$ cat src/rtl/serial_pkg.sv
// Shared types and constants for the serial pattern generator.
// Optional even-parity bit is controlled by SERIAL_PATTERN_GEN_PARITY_EN.
package serial_pkg;

  // Frame sequencing states. PARITY is only reachable when the parity build is enabled.
  typedef enum logic [1:0] {
    IDLE   = 2'd0,
    SHIFT  = 2'd1,
    PARITY = 2'd2,
    DONE   = 2'd3
  } sg_state_t;

  // XOR seed for the parity bit: 0 gives even parity over data plus parity.
  localparam logic SG_PARITY_EVEN = 1'b0;

  // Width of a counter that must hold values 0..w inclusive.
  function automatic int sg_cnt_w(input int w);
    return $clog2(w + 1);
  endfunction

endpackage

$ cat src/rtl/serial_shifter.sv
// Loadable left shift register with MSB tap and a bit counter.
// last is high while the final data bit (bit counter == WIDTH-1) is on the MSB tap.
module serial_shifter #(
  parameter int WIDTH = 8
) (
  input  logic             clk,
  input  logic             rst,
  input  logic             load,
  input  logic             shift,
  input  logic [WIDTH-1:0] data,
  output logic             msb,
  output logic             last
);

  localparam int BW = $clog2(WIDTH);

  logic [WIDTH-1:0] r_shreg;
  logic [BW-1:0]    r_bit_cnt;

  // Load captures the word and restarts the bit count; shift moves the next bit to the MSB.
  always_ff @(posedge clk or posedge rst) begin
    if (rst) begin
      r_shreg   <= '0;
      r_bit_cnt <= '0;
    end else if (load) begin
      r_shreg   <= data;
      r_bit_cnt <= '0;
    end else if (shift) begin
      r_shreg   <= {r_shreg[WIDTH-2:0], 1'b0};
      r_bit_cnt <= r_bit_cnt + 1'b1;
    end
  end

  assign msb  = r_shreg[WIDTH-1];
  assign last = (r_bit_cnt == BW'(WIDTH - 1));

endmodule

$ cat src/rtl/serial_pattern_gen.sv
// Serial bit-stream generator: loads a word on start and shifts it out MSB-first,
// counting emitted ones. Define SERIAL_PATTERN_GEN_PARITY_EN to append an even-parity bit.
// Handshake: start is a level request sampled only in IDLE; the rising edge that sees
// start=1 in IDLE accepts the frame and captures data. start at any other time is ignored.
module serial_pattern_gen
  import serial_pkg::*;
#(
  parameter int WIDTH = 8
) (
  input  logic                        clk,
  input  logic                        rst,
  input  logic                        start,
  input  logic [WIDTH-1:0]            data,
  output logic                        out,
  output logic                        busy,
  output logic                        done,
  output logic [sg_cnt_w(WIDTH)-1:0]  ones_cnt,
  output logic                        multi,
  output logic [1:0]                  dbg_state
);

  localparam int CW = sg_cnt_w(WIDTH);

  sg_state_t     r_state;
  sg_state_t     w_next;
  logic          w_load;
  logic          w_shift;
  logic          w_msb;
  logic          w_last;
  logic [CW-1:0] r_ones_cnt;

  serial_shifter #(.WIDTH(WIDTH)) u_shifter (
    .clk   (clk),
    .rst   (rst),
    .load  (w_load),
    .shift (w_shift),
    .data  (data),
    .msb   (w_msb),
    .last  (w_last)
  );

  // State register.
  always_ff @(posedge clk or posedge rst) begin
    if (rst) r_state <= IDLE;
    else     r_state <= w_next;
  end

  // Next-state and shifter control.
  always_comb begin
    w_next  = r_state;
    w_load  = 1'b0;
    w_shift = 1'b0;
    case (r_state)
      IDLE: begin
        if (start) begin
          w_load = 1'b1;
          w_next = SHIFT;
        end
      end
      SHIFT: begin
        w_shift = 1'b1;
        if (w_last) begin
`ifdef SERIAL_PATTERN_GEN_PARITY_EN
          w_next = PARITY;
`else
          w_next = DONE;
`endif
        end
      end
`ifdef SERIAL_PATTERN_GEN_PARITY_EN
      PARITY:  w_next = DONE;
`endif
      DONE:    w_next = IDLE;
      default: w_next = IDLE;
    endcase
  end

  // Ones counter: a bit is counted on the edge that ends its cycle; parity is never counted.
  always_ff @(posedge clk or posedge rst) begin
    if (rst)          r_ones_cnt <= '0;
    else if (w_load)  r_ones_cnt <= '0;
    else if (w_shift) r_ones_cnt <= r_ones_cnt + CW'(w_msb);
  end

  // Serial line: data MSB while shifting; parity is the LSB of the full ones count.
  always_comb begin
    out = 1'b0;
    case (r_state)
      SHIFT:   out = w_msb;
`ifdef SERIAL_PATTERN_GEN_PARITY_EN
      PARITY:  out = r_ones_cnt[0] ^ SG_PARITY_EVEN;
`endif
      default: out = 1'b0;
    endcase
  end

  assign busy      = (r_state == SHIFT) || (r_state == PARITY);
  assign done      = (r_state == DONE);
  assign ones_cnt  = r_ones_cnt;
  assign multi     = (r_ones_cnt >= CW'(2));
  assign dbg_state = r_state;

endmodule

$ cat config.mk
export PLATFORM = sky130hd
export DESIGN_NAME = serial_pattern_gen
export DESIGN_NICKNAME = d
export VERILOG_FILES = /design/src/rtl/serial_pkg.sv /design/src/rtl/serial_shifter.sv /design/src/rtl/serial_pattern_gen.sv
export SDC_FILE = /design/constraint.sdc
export NUM_CORES = 1
export LEC_CHECK = 0
export CAP_MARGIN = 15
export CORE_MARGIN = 3
export CORE_UTILIZATION = 51
export CTS_BUF_LIST = sky130_fd_sc_hd__clkbuf_2 sky130_fd_sc_hd__clkbuf_4 sky130_fd_sc_hd__clkbuf_8
export CTS_CLUSTER_SIZE = 12
export DETAILED_ROUTE_END_ITERATION = 12
export GPL_TIMING_DRIVEN = 0
export PLACE_DENSITY = 0.79
export SLEW_MARGIN = 20
export SYNTH_ARGS = -nofsm -noshare
export SYNTH_HDL_FRONTEND = slang
export SYNTH_SLANG_ARGS = --single-unit
$ cat constraint.sdc
create_clock -name clk -period 1.95 [get_ports clk]
set_clock_uncertainty 0.2 [all_clocks]
set_input_delay 0.2925 -clock clk [delete_from_list [all_inputs] [get_ports clk]]
set_output_delay 0.2925 -clock clk [all_outputs]
set_load 0.01 [all_outputs]
# Word level (Yosys, flattened, before mapping)
# Index checks and enable logic that the tools add are counted.
[classes]
addsub = 2
n_lt_le_gt_ge = 1
n_eq_ne = 6
muxes = 13
n_reduce_logical = 4
[ops]
columns = ["operator", "count"]
rows = [
  ["2-to-1 mux 8 bit", 2],
  ["2-to-1 mux 4 bit", 2],
  ["2-to-1 mux 3 bit", 2],
  ["adder 4 x 1 -> 4 bit", 1],
  ["== test 2 bit, second input constant", 2],
  ["greater-or-equal comparator 4 x 2 -> 1 bit, second input constant", 1],
  ["2-to-1 mux 1 bit", 4],
  ["2-to-1 mux 2 bit", 2],
  ["case mux 2 bit (2 select lines)", 1],
  ["adder 3 x 1 -> 3 bit, second input constant", 1],
  ["== test 3 bit, second input constant", 1],
  ["== test 2 x 1 -> 1 bit, second input constant", 1],
  ["logical NOT 2 bit", 1],
  ["!= test 2 x 1 -> 1 bit, second input constant", 1],
  ["!= test 2 bit, second input constant", 1],
  ["AND reduction 2 bit", 1],
  ["nonzero test 2 bit", 1],
  ["logical OR 1 bit", 1],
]
[totals]
register_bits = 17
wordCells = 30

# Logic depth before layout (Yosys ltp)
[depth]
word_depth = 4
depth_mapped = 6
ltp_nobuf = 5

# Modules after synthesis
# A second synthesis with hierarchy kept.
[unflattened]
cells_unflattened = 82
area_unflattened_um2 = 903.4
[modules_own_cells]
columns = ["module", "n_inst", "cells_each", "area_each_um2", "seq_area_each_um2"]
rows = [
  ["serial_shifter", 1, 47, 514.2, 275.3],
  ["serial_pattern_gen", 1, 35, 389.1, 150.1],
]

# Worst setup path before layout
# No wires, ideal clock.
[synth_timing]
path_type = "register to output"
start = "register r_state[1] (netlist: dbg_state[1])"
end = "output out"
arrival_time_ns = 1.138
setup_slack_ns = 0.319
stages_incl_launch_ff = 6
cell_sequence = "dfrtp_1 inv_1 ha_1 buf_6 buf_12 and2_2"
[synth_between]
elab_chain_len = 2
[synth_rtl]
columns = ["element", "line", "rtl"]
rows = [
  ["start: declaration", "serial_pattern_gen.sv:24", "sg_state_t r_state;"],
  ["start signal: assignment", "serial_pattern_gen.sv:45", "else r_state <= w_next;"],
  ["== test 2 x 1 -> 1 bit", "serial_pattern_gen.sv:88", "case (r_state)"],
  ["2-to-1 mux 1 bit", "serial_pattern_gen.sv:88", ""],
  ["end: declaration", "serial_pattern_gen.sv:14", "output logic out,"],
]
# Every way passes these cells.

# Final worst setup path
# Same ends and word-level chain as after synthesis.

==> impl_metrics.env <==
export IMPL_run_status="completed"
export IMPL_maxClockFrequency_ghz=0.520
export IMPL_tritoncts="built"
export IMPL_largest_net_degree_at_the_start_of_global_routing=18
export IMPL_antenna_left=0
export IMPL_grt_pass1_vias=667
export IMPL_chipWidth_um=49.3
export IMPL_initial_antenna_violation_count=0
export IMPL_dp_final_hpwl_um=1190
export IMPL_floorplan_core_area_mm2=0.00175
export IMPL_required_ns=1.46
export IMPL_rsz0062_at_grt="yes"
export IMPL_routedWlPerCell_um=13.1
export IMPL_power_per_cell_area_mw_per_mm2=1500
export IMPL_ys_warnings_count=0
export IMPL_postLayoutCellArea_mm2=0.00131
export IMPL_combPwrFrac_pct=59.9
export IMPL_drv_cap=0
export IMPL_numCtsBuffers=3
export IMPL_power_sequential_fraction_pct=30.8
export IMPL_post_drt_via_cell_ratio=4.77
export IMPL_cts_hold_buffers=0
export IMPL_grt_first_pass_wirelength_um=3080
export IMPL_grt_overflow_total=0
export IMPL_r2r_start="dbg_state[1]$_DFFE_PP0P_"
export IMPL_placed_cells=125
export IMPL_timing_hold_worst_class="in2async"
export IMPL_postSynthAreaPerCell_um2=12.0
export IMPL_place_gp_congestion=0.745
export IMPL_clk_latency_ns=0.29
export IMPL_place_area_mm2=0.00119
export IMPL_ys_seq_area_share_pct=44.4
export IMPL_totalWireLength_um=1820
export IMPL_cp_max_fo=10
export IMPL_post_synth_num_cell_types=22
export IMPL_areaGrowthSynthToFinish_pct=36.9
export IMPL_cellInternalPower_uw=1240
export IMPL_initial_utilization_pct=54.8
export IMPL_worst_r2r_path_depth=6
export IMPL_power_frac_clock_pct=9.3
export IMPL_dr_pass1_iters=3
export IMPL_cts_sink_count=17
export IMPL_instances_no_fill=139
export IMPL_detailed_route_via_count=663
export IMPL_total_design_power_uw=1970
export IMPL_groute_usage_overall_pct=17.0
export IMPL_synthesis_nets=99
export IMPL_min_period_ns=1.92
export IMPL_hold_viol_final=0
export IMPL_n_antenna_cell=0
export IMPL_final_max_slew_violation_count=0
export IMPL_final_cell_mix="16 x dfrtp_1, 14 x clkdlybuf4s50_1, 11 x mux2i_1, 10 x buf_4, 8 x o21ai_2"
export IMPL_post_synth_inst_count=80
export IMPL_sw_frac_of_total_pct=36.8
export IMPL_worst_setup_path_start_kind="register"
export IMPL_dieArea_mm2=0.00243
export IMPL_worst_slew_pin_transition_ns=0.653
export IMPL_io_pin_count=21
export IMPL_finish_net_count=134
export IMPL_syn_area_um2=957
export IMPL_path_class="reg2out"
export IMPL_cts_htree_levels=1
export IMPL_fin_crit_sh_pct=98.7
export IMPL_max_clock_path_buffers=2
export IMPL_setup_viol=0
export IMPL_type_of_element_capturing_the_critical_path="output pin"
export IMPL_final_fill_count=127
export IMPL_clk_pin_slew_ns=0.10
export IMPL_fraction_of_layout_cells_with_a_size_suffix_above_1_pct=36.8
export IMPL_crit_arrival_ns=1.43
export IMPL_cell_leakage_power_uw=0.000648
export IMPL_hold_ws_ns=0.187
export IMPL_postSynthRegisterBits=17
export IMPL_slew_headroom_pct=56.4
export IMPL_worst_ir_drop_vdd_mv=0.777
export IMPL_drcViolationCount=0
export IMPL_die_h_um=49.3
export IMPL_clockRootBuffer="clkbuf_4"
export IMPL_layout_cells_most_common="dfrtp_1"
export IMPL_power_switching_uw=725
export IMPL_std_cell_rows=15
export IMPL_drt_initial_drc_count=6
export IMPL_placement_io_buffers=20
export IMPL_crit_path_start="dbg_state[1]$_DFFE_PP0P_"
## metal layers
metal | GRT usage (%) | vias to the layer above | wire length, um
li1 | - | 335 | -
met1 | 21.4 | 313 | 787
met2 | 27.7 | 13 | 937
met3 | 3.98 | 2 | 77
met4 | 7.11 | 0 | 16
met5 | 0 | - | 0
## kinds of logic (layout without fill, tap and decap cells)
| logic type | Yosys count | in the layout | share of synthesized area, % |
|---|---|---|---|
| AO/OA/AOI/OAI | 10 | 10 | 9.54 |
| XOR/XNOR | 3 | 3 | 2.75 |
| multiplexers | 12 | 12 | 13.1 |
| flip-flops | 17 | 17 | 44.4 |
| buffers and inverters | 9 | 43 | 7.97 |
| AND/OR/NAND/NOR | 21 | 21 | 11.8 |
| adder cells (fa/ha/maj) | 8 | 8 | 10.5 |
## metrics by stage
step	setup TNS [ns]	util (%)	setup slack, ns
finish	0	75.1	0.0257
global route	-0.0444	75.1	-0.0444
CTS	-0.148	72.0	-0.148
detailed placement	-0.189	68.1	-0.189
global placement	-0.168	68.1	-0.168
floorplan	0	-	0.319
## flip-flops by register name, summed over array words and instances, names as in the netlist
| name | count |
|---|---|
| u_shifter.r_shreg | 8 |
| dbg_state | 2 |
| ones_cnt | 4 |
| u_shifter.r_bit_cnt | 3 |
## final timing paths
| check | end | slack (ns) |
|---|---|---|
| worst max-delay path | out | 0.03 |
| max in group asynchronous | dbg_state[0]$_DFFE_PP0P_ | 0.91 |
| worst min register to register | u_shifter.r_bit_cnt[1]$_DFFE_PP0P_ | 0.35 |
| min in group clk | u_shifter.r_shreg[4]$_DFFE_PP0P_ | 0.35 |
| worst max register to register | dbg_state[1]$_DFFE_PP0P_ | 0.26 |
| worst min-delay path | u_shifter.r_shreg[4]$_DFFE_PP0P_ | 0.19 |
## critical path: stages (launching register included)
cell	delay, ns
dfrtp_1	0.41
inv_2	0.11
ha_4	0.15
buf_8	0.11
buf_12	0.13
and2_4	0.14
buf_6	0.09
## synthesized netlist by cell type (all sizes together)
cell type | instances | area, um^2
nand2 | 9 | 46.3
dfrtp | 17 | 425
xor2 | 2 | 17.5
nand2b | 1 | 8.76
xnor2 | 1 | 8.76
ha | 8 | 100
a22oi | 1 | 12.5
inv | 5 | 18.8
mux2i | 11 | 110
or3 | 1 | 6.26
mux2 | 1 | 15.0
nor2 | 7 | 28.8
nand4 | 1 | 6.26
buf | 4 | 57.6
and2 | 2 | 16.3
o21ai | 8 | 70.1
o22a | 1 | 8.76
## power by group through the flow
stage               registers [uW]  clock network [uW]  logic (uW)
finish                         606                 182        1180
global route                   627                 215        1300
CTS                            597                 189        1090
detailed placement             612                   0        1020
global placement               608                   0         988
floorplan                      607                   0         721
## layout make-up
type	instances	area (um^2)	area share, %
Buffer	4	61.3	4.68
Clock buffer	3	22.5	1.72
Clock inverter	1	5.00	0.382
Inverter	5	18.8	1.43
Multi-Input combinational cell	54	469	35.8
Sequential cell	17	427	32.6
Tap cell	25	31.3	2.39
Timing Repair Buffer	30	275	21.0
## timing repair
| item | in CTS | in global routing |
|---|---|---|
| pin swaps | 0 | 1 |
| buffers inserted | 5 | 5 |
| gates resized for setup | 9 | 10 |
| endpoints found under the setup margin | 3 | 3 |
(Power assumes the default switching activity.)
